===== config.mk =====
export PLATFORM = sky130hd
export DESIGN_NAME = acc_writeback
export DESIGN_NICKNAME = d
export VERILOG_FILES = /design/src/rtl/conv_pkg.sv /design/src/rtl/sync_fifo.sv /design/src/rtl/acc_writeback.sv
export SDC_FILE = /design/constraint.sdc
export NUM_CORES = 1
export LEC_CHECK = 0
export CAP_MARGIN = 0
export CELL_PAD_IN_SITES_DETAIL_PLACEMENT = 1
export CELL_PAD_IN_SITES_GLOBAL_PLACEMENT = 1
export CORE_UTILIZATION = 41
export CTS_CLUSTER_DIAMETER = 80
export DETAILED_ROUTE_END_ITERATION = 8
export GPL_TIMING_DRIVEN = 0
export PLACE_DENSITY = 0.79
export SYNTH_ARGS = -nofsm -noshare
export SYNTH_HDL_FRONTEND = slang
export SYNTH_SLANG_ARGS = --single-unit

===== constraint.sdc =====
create_clock -name clk -period 4.3 [get_ports clk]
set_input_delay 0.43 -clock clk [delete_from_list [all_inputs] [get_ports clk]]
set_output_delay 0.43 -clock clk [all_outputs]
set_load 0.05 [all_outputs]

===== src/rtl/conv_pkg.sv =====
// Shared types and helpers for the convolution writeback path.
package conv_pkg;

    localparam int unsigned DATA_W  = 16;
    localparam int unsigned PLANE_W = 3;

    typedef enum logic [1:0] {
        IDLE = 2'd0,
        RUN  = 2'd1,
        DONE = 2'd2
    } state_t;

    // Negative sums clamp to zero; non-negative sums pass through at full width.
    function automatic logic [DATA_W-1:0] relu(input logic [DATA_W-1:0] x);
        return x[DATA_W-1] ? '0 : x;
    endfunction

endpackage


===== src/rtl/sync_fifo.sv =====
// Registered show-ahead FIFO: dout always presents the head entry while not empty.
module sync_fifo
    import conv_pkg::*;
#(
    parameter int unsigned WIDTH = DATA_W,
    parameter int unsigned DEPTH = 4
) (
    input  logic             clk,
    input  logic             rst,
    input  logic             push,
    input  logic             pop,
    input  logic [WIDTH-1:0] din,
    output logic [WIDTH-1:0] dout,
    output logic             full,
    output logic             empty
);

    localparam int unsigned AW = (DEPTH > 1) ? $clog2(DEPTH) : 1;

    logic [WIDTH-1:0] r_mem [DEPTH];
    logic [AW:0]      r_wr_ptr;
    logic [AW:0]      r_rd_ptr;
    logic             w_do_push;
    logic             w_do_pop;

    // A pop frees the slot being filled, so push on full succeeds when paired with a pop.
    assign w_do_pop  = pop && !empty;
    assign w_do_push = push && (!full || w_do_pop);

    always_ff @(posedge clk) begin
        if (rst) begin
            r_wr_ptr <= '0;
            r_rd_ptr <= '0;
            for (int i = 0; i < int'(DEPTH); i++) begin
                r_mem[i] <= '0;
            end
        end else begin
            if (w_do_push) begin
                r_mem[r_wr_ptr[AW-1:0]] <= din;
                r_wr_ptr                <= r_wr_ptr + (AW+1)'(1);
            end
            if (w_do_pop) begin
                r_rd_ptr <= r_rd_ptr + (AW+1)'(1);
            end
        end
    end

    assign empty = (r_wr_ptr == r_rd_ptr);
    assign full  = (r_wr_ptr[AW] != r_rd_ptr[AW]) &&
                   (r_wr_ptr[AW-1:0] == r_rd_ptr[AW-1:0]);
    assign dout  = r_mem[r_rd_ptr[AW-1:0]];

endmodule


===== src/rtl/acc_writeback.sv =====
// Buffers ReLU'd window sums and writes them to output memory, tracking planes per layer.
module acc_writeback
    import conv_pkg::*;
#(
    parameter int unsigned OUT_PER_PLANE = 24,
    parameter int unsigned NUM_PLANES    = 6,
    parameter int unsigned ADDR_W        = 10,
    parameter int unsigned FIFO_DEPTH    = 4
) (
    input  logic                clk,
    input  logic                rst,
    input  logic                start,
    input  logic [DATA_W-1:0]   sum,
    input  logic                sum_vld,
    input  logic                mem_rdy,
    output logic                wr_en,
    output logic [ADDR_W-1:0]   wr_addr,
    output logic [DATA_W-1:0]   wr_data,
    output logic                plane_rdy,
    output logic [PLANE_W-1:0]  plane_idx,
    output logic                busy,
    output logic                done,
    output logic                ovf
);

    localparam int unsigned CNT_W = (OUT_PER_PLANE > 1) ? $clog2(OUT_PER_PLANE) : 1;

    state_t              r_state;
    state_t              w_state_nxt;
    logic [ADDR_W-1:0]   r_addr;
    logic [CNT_W-1:0]    r_cnt;
    logic [PLANE_W-1:0]  r_plane;
    logic                r_plane_rdy;
    logic                r_done;
    logic                r_ovf;

    logic                w_run;
    logic                w_full;
    logic                w_empty;
    logic                w_push;
    logic                w_pop;
    logic                w_drop;
    logic                w_enter_run;
    logic                w_last_in_plane;
    logic                w_last_plane;
    logic [DATA_W-1:0]   w_head;

    assign w_run           = (r_state == RUN);
    assign w_pop           = !w_empty && mem_rdy;
    assign w_push          = w_run && sum_vld && (!w_full || w_pop);
    assign w_drop          = w_run && sum_vld && w_full && !w_pop;
    assign w_enter_run     = start && (r_state != RUN);
    assign w_last_in_plane = (r_cnt == CNT_W'(OUT_PER_PLANE - 1));
    assign w_last_plane    = (r_plane == PLANE_W'(NUM_PLANES - 1));

    sync_fifo #(
        .WIDTH (DATA_W),
        .DEPTH (FIFO_DEPTH)
    ) u_fifo (
        .clk   (clk),
        .rst   (rst),
        .push  (w_push),
        .pop   (w_pop),
        .din   (relu(sum)),
        .dout  (w_head),
        .full  (w_full),
        .empty (w_empty)
    );

    always_ff @(posedge clk) begin
        if (rst) begin
            r_state <= IDLE;
        end else begin
            r_state <= w_state_nxt;
        end
    end

    always_comb begin
        w_state_nxt = r_state;
        case (r_state)
            IDLE:    if (start) w_state_nxt = RUN;
            RUN:     if (w_pop && w_last_in_plane && w_last_plane) w_state_nxt = DONE;
            DONE:    if (start) w_state_nxt = RUN;
            default: w_state_nxt = IDLE;
        endcase
    end

    // Address, plane bookkeeping and sticky status; a layer start clears everything.
    always_ff @(posedge clk) begin
        if (rst) begin
            r_addr      <= '0;
            r_cnt       <= '0;
            r_plane     <= '0;
            r_plane_rdy <= 1'b0;
            r_done      <= 1'b0;
            r_ovf       <= 1'b0;
        end else if (w_enter_run) begin
            r_addr      <= '0;
            r_cnt       <= '0;
            r_plane     <= '0;
            r_plane_rdy <= 1'b0;
            r_done      <= 1'b0;
            r_ovf       <= 1'b0;
        end else begin
            r_plane_rdy <= w_pop && w_last_in_plane;
            if (w_pop) begin
                r_addr <= r_addr + ADDR_W'(1);
                if (w_last_in_plane) begin
                    r_cnt   <= '0;
                    r_plane <= w_last_plane ? '0 : r_plane + PLANE_W'(1);
                end else begin
                    r_cnt <= r_cnt + CNT_W'(1);
                end
            end
            if (w_drop) begin
                r_ovf <= 1'b1;
            end
            if (w_run && (w_state_nxt == DONE)) begin
                r_done <= 1'b1;
            end
        end
    end

    assign wr_en     = !w_empty;
    assign wr_data   = w_head;
    assign wr_addr   = r_addr;
    assign plane_rdy = r_plane_rdy;
    assign plane_idx = r_plane;
    assign busy      = w_run;
    assign done      = r_done;
    assign ovf       = r_ovf;

endmodule

* Word-level counts from Yosys, hierarchy flattened
Memories as Yosys holds them, arrays and structs flattened. A register that Yosys moved wholly into a read port is not among the register bits.
Cells that the tools add are included.
** Storage, ports and cells
- Register bits :: 29
- Bits in latches :: 0
- Bits in writable memories :: 60
- Memory bits (read-only) :: 0
- Input port bits :: 21
- Output and inout bits :: 34
- Logic and storage cells :: 62
- Memories :: 1
** Operators by class
- $add $sub $neg :: 5
- $mul :: 0
- Div/mod/pow operators :: 0
- Magnitude comparators :: 0
- Eq/ne operators :: 9
- Shift operators :: 0
- Multiplexer cells :: 16
- Bitwise logic cells :: 0
- Reductions and logical operators :: 22
** Memories
- u_fifo.r_mem :: words 4, bits a word 15, read ports 1, clocked after Yosys merged registers in 1, write ports 4, RTL line sync_fifo.sv:20 : logic [WIDTH-1:0] r_mem [DEPTH];
** Operator list (count)
- two-way mux 15 bit :: 2
- OR reduction 15 bit :: 1
- logical AND 1 bit :: 12
- adder 10 x 1 -> 10 bit, second input constant :: 1
- two-way mux 2 bit :: 5
- adder 3 x 1 -> 3 bit, second input constant :: 3
- two-way mux 1 bit :: 6
- adder 5 x 1 -> 5 bit, second input constant :: 1
- equality test 5 bit, second input constant :: 1
- two-way mux 5 bit :: 1
- equality test 2 bit, second input constant :: 2
- one-hot mux 2 bit (2 select lines) :: 1
- OR reduction 2 bit :: 2
- equality test 3 bit :: 1
- equality test 3 bit, second input constant :: 1
- zero test 1 bit :: 3
- two-way mux 3 bit :: 1
- equality test 2 x 1 -> 1 bit, second input constant :: 1
- equality test 2 bit :: 1
- zero test 2 bit :: 1
- logical OR 1 bit :: 2
- != test 2 x 1 -> 1 bit, second input constant :: 1
- AND reduction 2 bit :: 1
- != test 1 bit :: 1

* Depth between registers and ports, before layout
- Depth after elaboration :: 11
- Mapped depth :: 7

* Cells and area by module
Synthesis repeated with hierarchy kept, for this count alone.
** Second synthesis, totals
- Cell total of the unflattened synthesis :: 364
- Area, all modules :: 4364.2 µm²
** By module, submodules not included
- sync_fifo :: instances 1, cells each 233, area each 3255.6 µm², sequential area each 2082.0 µm²
- acc_writeback :: instances 1, cells each 131, area each 1108.6 µm², sequential area each 460.4 µm²

* Worst setup path after synthesis
Ideal clock, no wire load.
- Path type :: reg-to-reg
- Start :: reg u_fifo.r_wr_ptr[0]
- End :: mem u_fifo.r_mem[1][0] in the netlist's numbering (enable)
- Library setup time :: 0.390 ns
- Data arrival time :: 1.764 ns
- Path slack :: 2.146 ns
- Stages on the path, launching flop included :: 6
- Buffers on the path :: 2
- Cell sequence :: dfxtp_1 > buf_4 > xor2_2 > o41ai_2 > buf_6 > o21bai_1
** RTL lines
- from (decl) :: RTL line sync_fifo.sv:21 : logic [AW:0] r_wr_ptr;
- from (signal assigned) :: RTL line sync_fifo.sv:40 : r_wr_ptr <= r_wr_ptr + (AW+1)'(1);
- to (decl) :: RTL line sync_fifo.sv:20

==> out/qor.txt <==
pre-CTS setup slack -> 1.39 ns
clock buffer depth -> 2
endpoints failing setup -> 0
Final Hold Vio Count -> 0
FILL cells -> 1060
clock sinks -> 91
worst flop-to-flop path startpoint -> u_fifo.r_wr_ptr[2]$_SDFFE_PP0P_
placer congestion estimate -> 0.759
detailed-route via count -> 2794
vias in the first global route -> 2995
placed inst area -> 4790 um2
Synth area leaders -> edfxtp_1, dfxtp_1, mux4_2, and2_1, a21oi_1
Worst EP arrival -> 2.76 ns
CP startpoint kind -> flip-flop
DRT Wirelength -> 9770 um
layout cells sized above 1 -> 12.2%
WHS Endpoint -> done$_SDFFE_PP0P_
die area -> 10400 um2
input/output buffers -> 52
max incr delay on CP -> 0.72 ns
fin nets -> 415
routed len/inst -> 18.5 um
FF-to-FF setup slack -> 1.66 ns
largest fanout on the critical path -> 10
VDD IR max -> 0.000158 V
Synth Flop Type -> edfxtp_1
#FFs+latches synth -> 91
Synth cell types -> 41
# hold bufs at CTS -> 0
Adder-Cell Fraction of Synth Area -> 1.22%
Initial Utilization -> 42.1%
ANT nets after route -> 0
Top delay family on crit path -> buffers and inverters
largest net degree at the start of global routing -> 16
mux contribution to synthesized area -> 8.49%
Setup Skew -> 0.00875 ns
top-area cell type share of the netlist area -> 44.0%
gr usage total -> 20.5%
setup TNS -> 0 ns
Finished Core Util -> 51.2%
Post CTS Setup Buffer Count -> 0
Buf/Inv on CP -> 3
core area -> 9730 um2
Synth Net Count -> 352
post-synth design cell area -> 4100 um2
largest family of logic cells by synthesized area -> simple AND/OR/NAND/NOR gates
Slowest cell on crit path -> clkdlybuf4s50_1
worst setup path category -> reg -> out
hold wc startpoint -> done$_SDFFE_PP0P_
TritonCTS Buffers -> 9
register area share after synthesis -> 59.1%
CP required -> 3.87 ns
Worst slew margin -> 37.0%
Lkg Pwr -> 1.74 nW
critical path, cell by cell -> clkbuf_1 -> buf_2 -> mux4_2 -> clkdlybuf4s50_1
CP endpoint kind -> primary output
Slew @ Worst Pin -> 0.945 ns
worst hold stages -> 2
post-DP HPWL -> 6770 um
status -> complete, no violations
num rows -> 36
final worst path period share -> 74.2%
TritonCTS clock tree -> done
Die Ht -> 102 um
CTS clk-pin slew, worst paths -> 0.09 ns
Yosys warning count -> 0
Synth Area in XOR/XNOR -> 2.93%
Initial DRT Pass Iterations -> 4
I/O Pins -> 55
post-CTS sizing -> 0
area delta synth->final -> 21.6%
fin. max-slew vios -> 0
first-pass GRT wire length -> 15400 um
antenna violations before repair -> 0
htree depth -> 3
die width -> 102 um
Hold Path Class -> reg -> reg
area leader, netlist -> edfxtp_1
Synth Instances -> 327
FF-to-FF path depth -> 4
clk_lat worst skew -> 0.36 ns
PwrDens -> 368 nW/um2
post-route minimum period -> 3.19 ns
Mapped Avg Cell Area -> 12.5 um2
antenna fix cells -> 0
Max-cap violations -> 0
Synth Area in Simple Gates -> 17.6%
Post-synth EDFFs -> 60
Final WS setup -> 1.11 ns
Root Driver -> clkbuf_8
Compound-Gate Fraction of Synth Area -> 6.99%
via/cell ratio -> 5.29
GR Overflow Total -> 0
f_max -> 313 MHz
DRT iter0 DRCs -> 77
design area -> 4980 um2
Post-route DRC -> 0
FFs w/ async S/R, synth -> 0%
RSZ-0062 raised after global routing -> no
worst reg2reg path endpoint -> u_fifo.r_mem[0][11]$_SDFFCE_PN0P_
## final cells by class
cell class / count / area, um2 / share of cell area (%)
tap: 133 / 166 / 3.34
clock buffer: 9 / 124 / 2.49
clock inverter: 7 / 68.8 / 1.38
multi-input combinational: 205 / 1540 / 30.8
buffer: 19 / 98.8 / 1.98
inverter: 12 / 45.0 / 0.904
timing repair buffer: 52 / 520 / 10.4
sequential: 91 / 2420 / 48.6
## sequential cells by signal, summed over array words and instances, names as in the netlist, named ones only
register	count
r_state	2
ovf	1
u_fifo.r_rd_ptr	3
wr_addr	10
r_cnt	5
u_fifo.r_wr_ptr	3
plane_rdy	1
done	1
u_fifo.r_mem	60
plane_idx	3
## worst max path at each step
stage	start	endpoint	slack [ns]	depth (start not counted)
2_1_floorplan	u_fifo.r_wr_ptr[0]$_SDFFE_PP0P_	u_fifo.r_mem[1][0]$_SDFFCE_PN0P_	2.15	5
3_3_place_gp	sum_vld	u_fifo.r_mem[1][8]$_SDFFCE_PN0P_	1.24	5
3_5_place_dp	sum_vld	u_fifo.r_mem[2][8]$_SDFFCE_PN0P_	1.39	5
4_1_cts	flip-flop	wr_data[9]	1.02	4
5_1_grt	flip-flop	wr_data[9]	0.94	4
6_report	flip-flop	wr_data[9]	1.11	4
## cell families after synthesis
family / after synthesis
other: 1
adders and majority gates: 4
muxes: 16
buffers and inverters: 31
and+or+nand+nor: 127
DFF: 91
xor gates and xnor gates: 12
AOI/OAI and AO/OA: 45
## per-stage QoR
step / hold WS [ns] / power (W) / std cells
after detailed placement: 0.446 / 0.00129 / 512
after CTS: 0.459 / 0.00186 / 528
final: 0.453 / 0.00183 / 528
after global routing: 0.486 / 0.00190 / 528
after floorplan: 0.436 / 0.00118 / 327
after global placement: 0.444 / 0.00128 / 512
## routing by layer
metal,vias to the layer above,share of wire [%],GRT usage (%)
met2,67,54,38.2
met5,-,0,0
met1,1404,42,23.7
met3,6,3.7,3.97
li1,1317,-,-
met4,0,0.85,6.59
## report_power, final
part	switching, W	internal [W]	total (W)
sequential	0.0000138	0.000958	0.000972
combinational	0.000181	0.000108	0.000289
clock	0.000304	0.000267	0.000570
## synth_stat cells (2+ instances only)
library cell / n
o21ai_0: 9
or4_1: 8
and3_1: 12
nand2_1: 17
a21oi_1: 22
nand3_1: 7
or4b_4: 3
ha_1: 4
xor2_2: 2
nor2_1: 24
buf_2: 4
mux4_2: 15
or3_1: 10
buf_4: 2
xnor2_1: 9
nand4_1: 2
buf_6: 2
and2_1: 33
clkbuf_1: 11
dfxtp_1: 31
o31ai_1: 4
nor4_1: 2
edfxtp_1: 60
nand2b_1: 5
a31oi_1: 2
inv_1: 12
## tightest hold or removal path, cell delays in order (launching register included)
cell and delay [ns]:
dfxtp_1 0.31, inv_1 0.05, a21oi_1 0.05
## cell usage in the layout, fill, tap and decap left out, types with 2 or more instances in the layout
cell type,instances
buf_2,4
ha_1,4
and3_1,12
clkbuf_1,11
mux4_2,15
buf_4,2
nor2_1,24
clkbuf_8,9
and2_1,33
clkinv_2,2
a21oi_1,22
or4_1,8
xor2_2,2
nand3_1,7
edfxtp_1,60
or4b_4,3
nand4_1,2
nor4_1,2
inv_1,12
or3_1,10
clkinv_4,2
a31oi_1,2
nand2_1,17
o31ai_1,4
nand2b_1,5
o21ai_0,9
xnor2_1,9
clkdlybuf4s50_1,52
dfxtp_1,31
buf_6,2
Note: power is estimated with default switching activity, not from simulation.
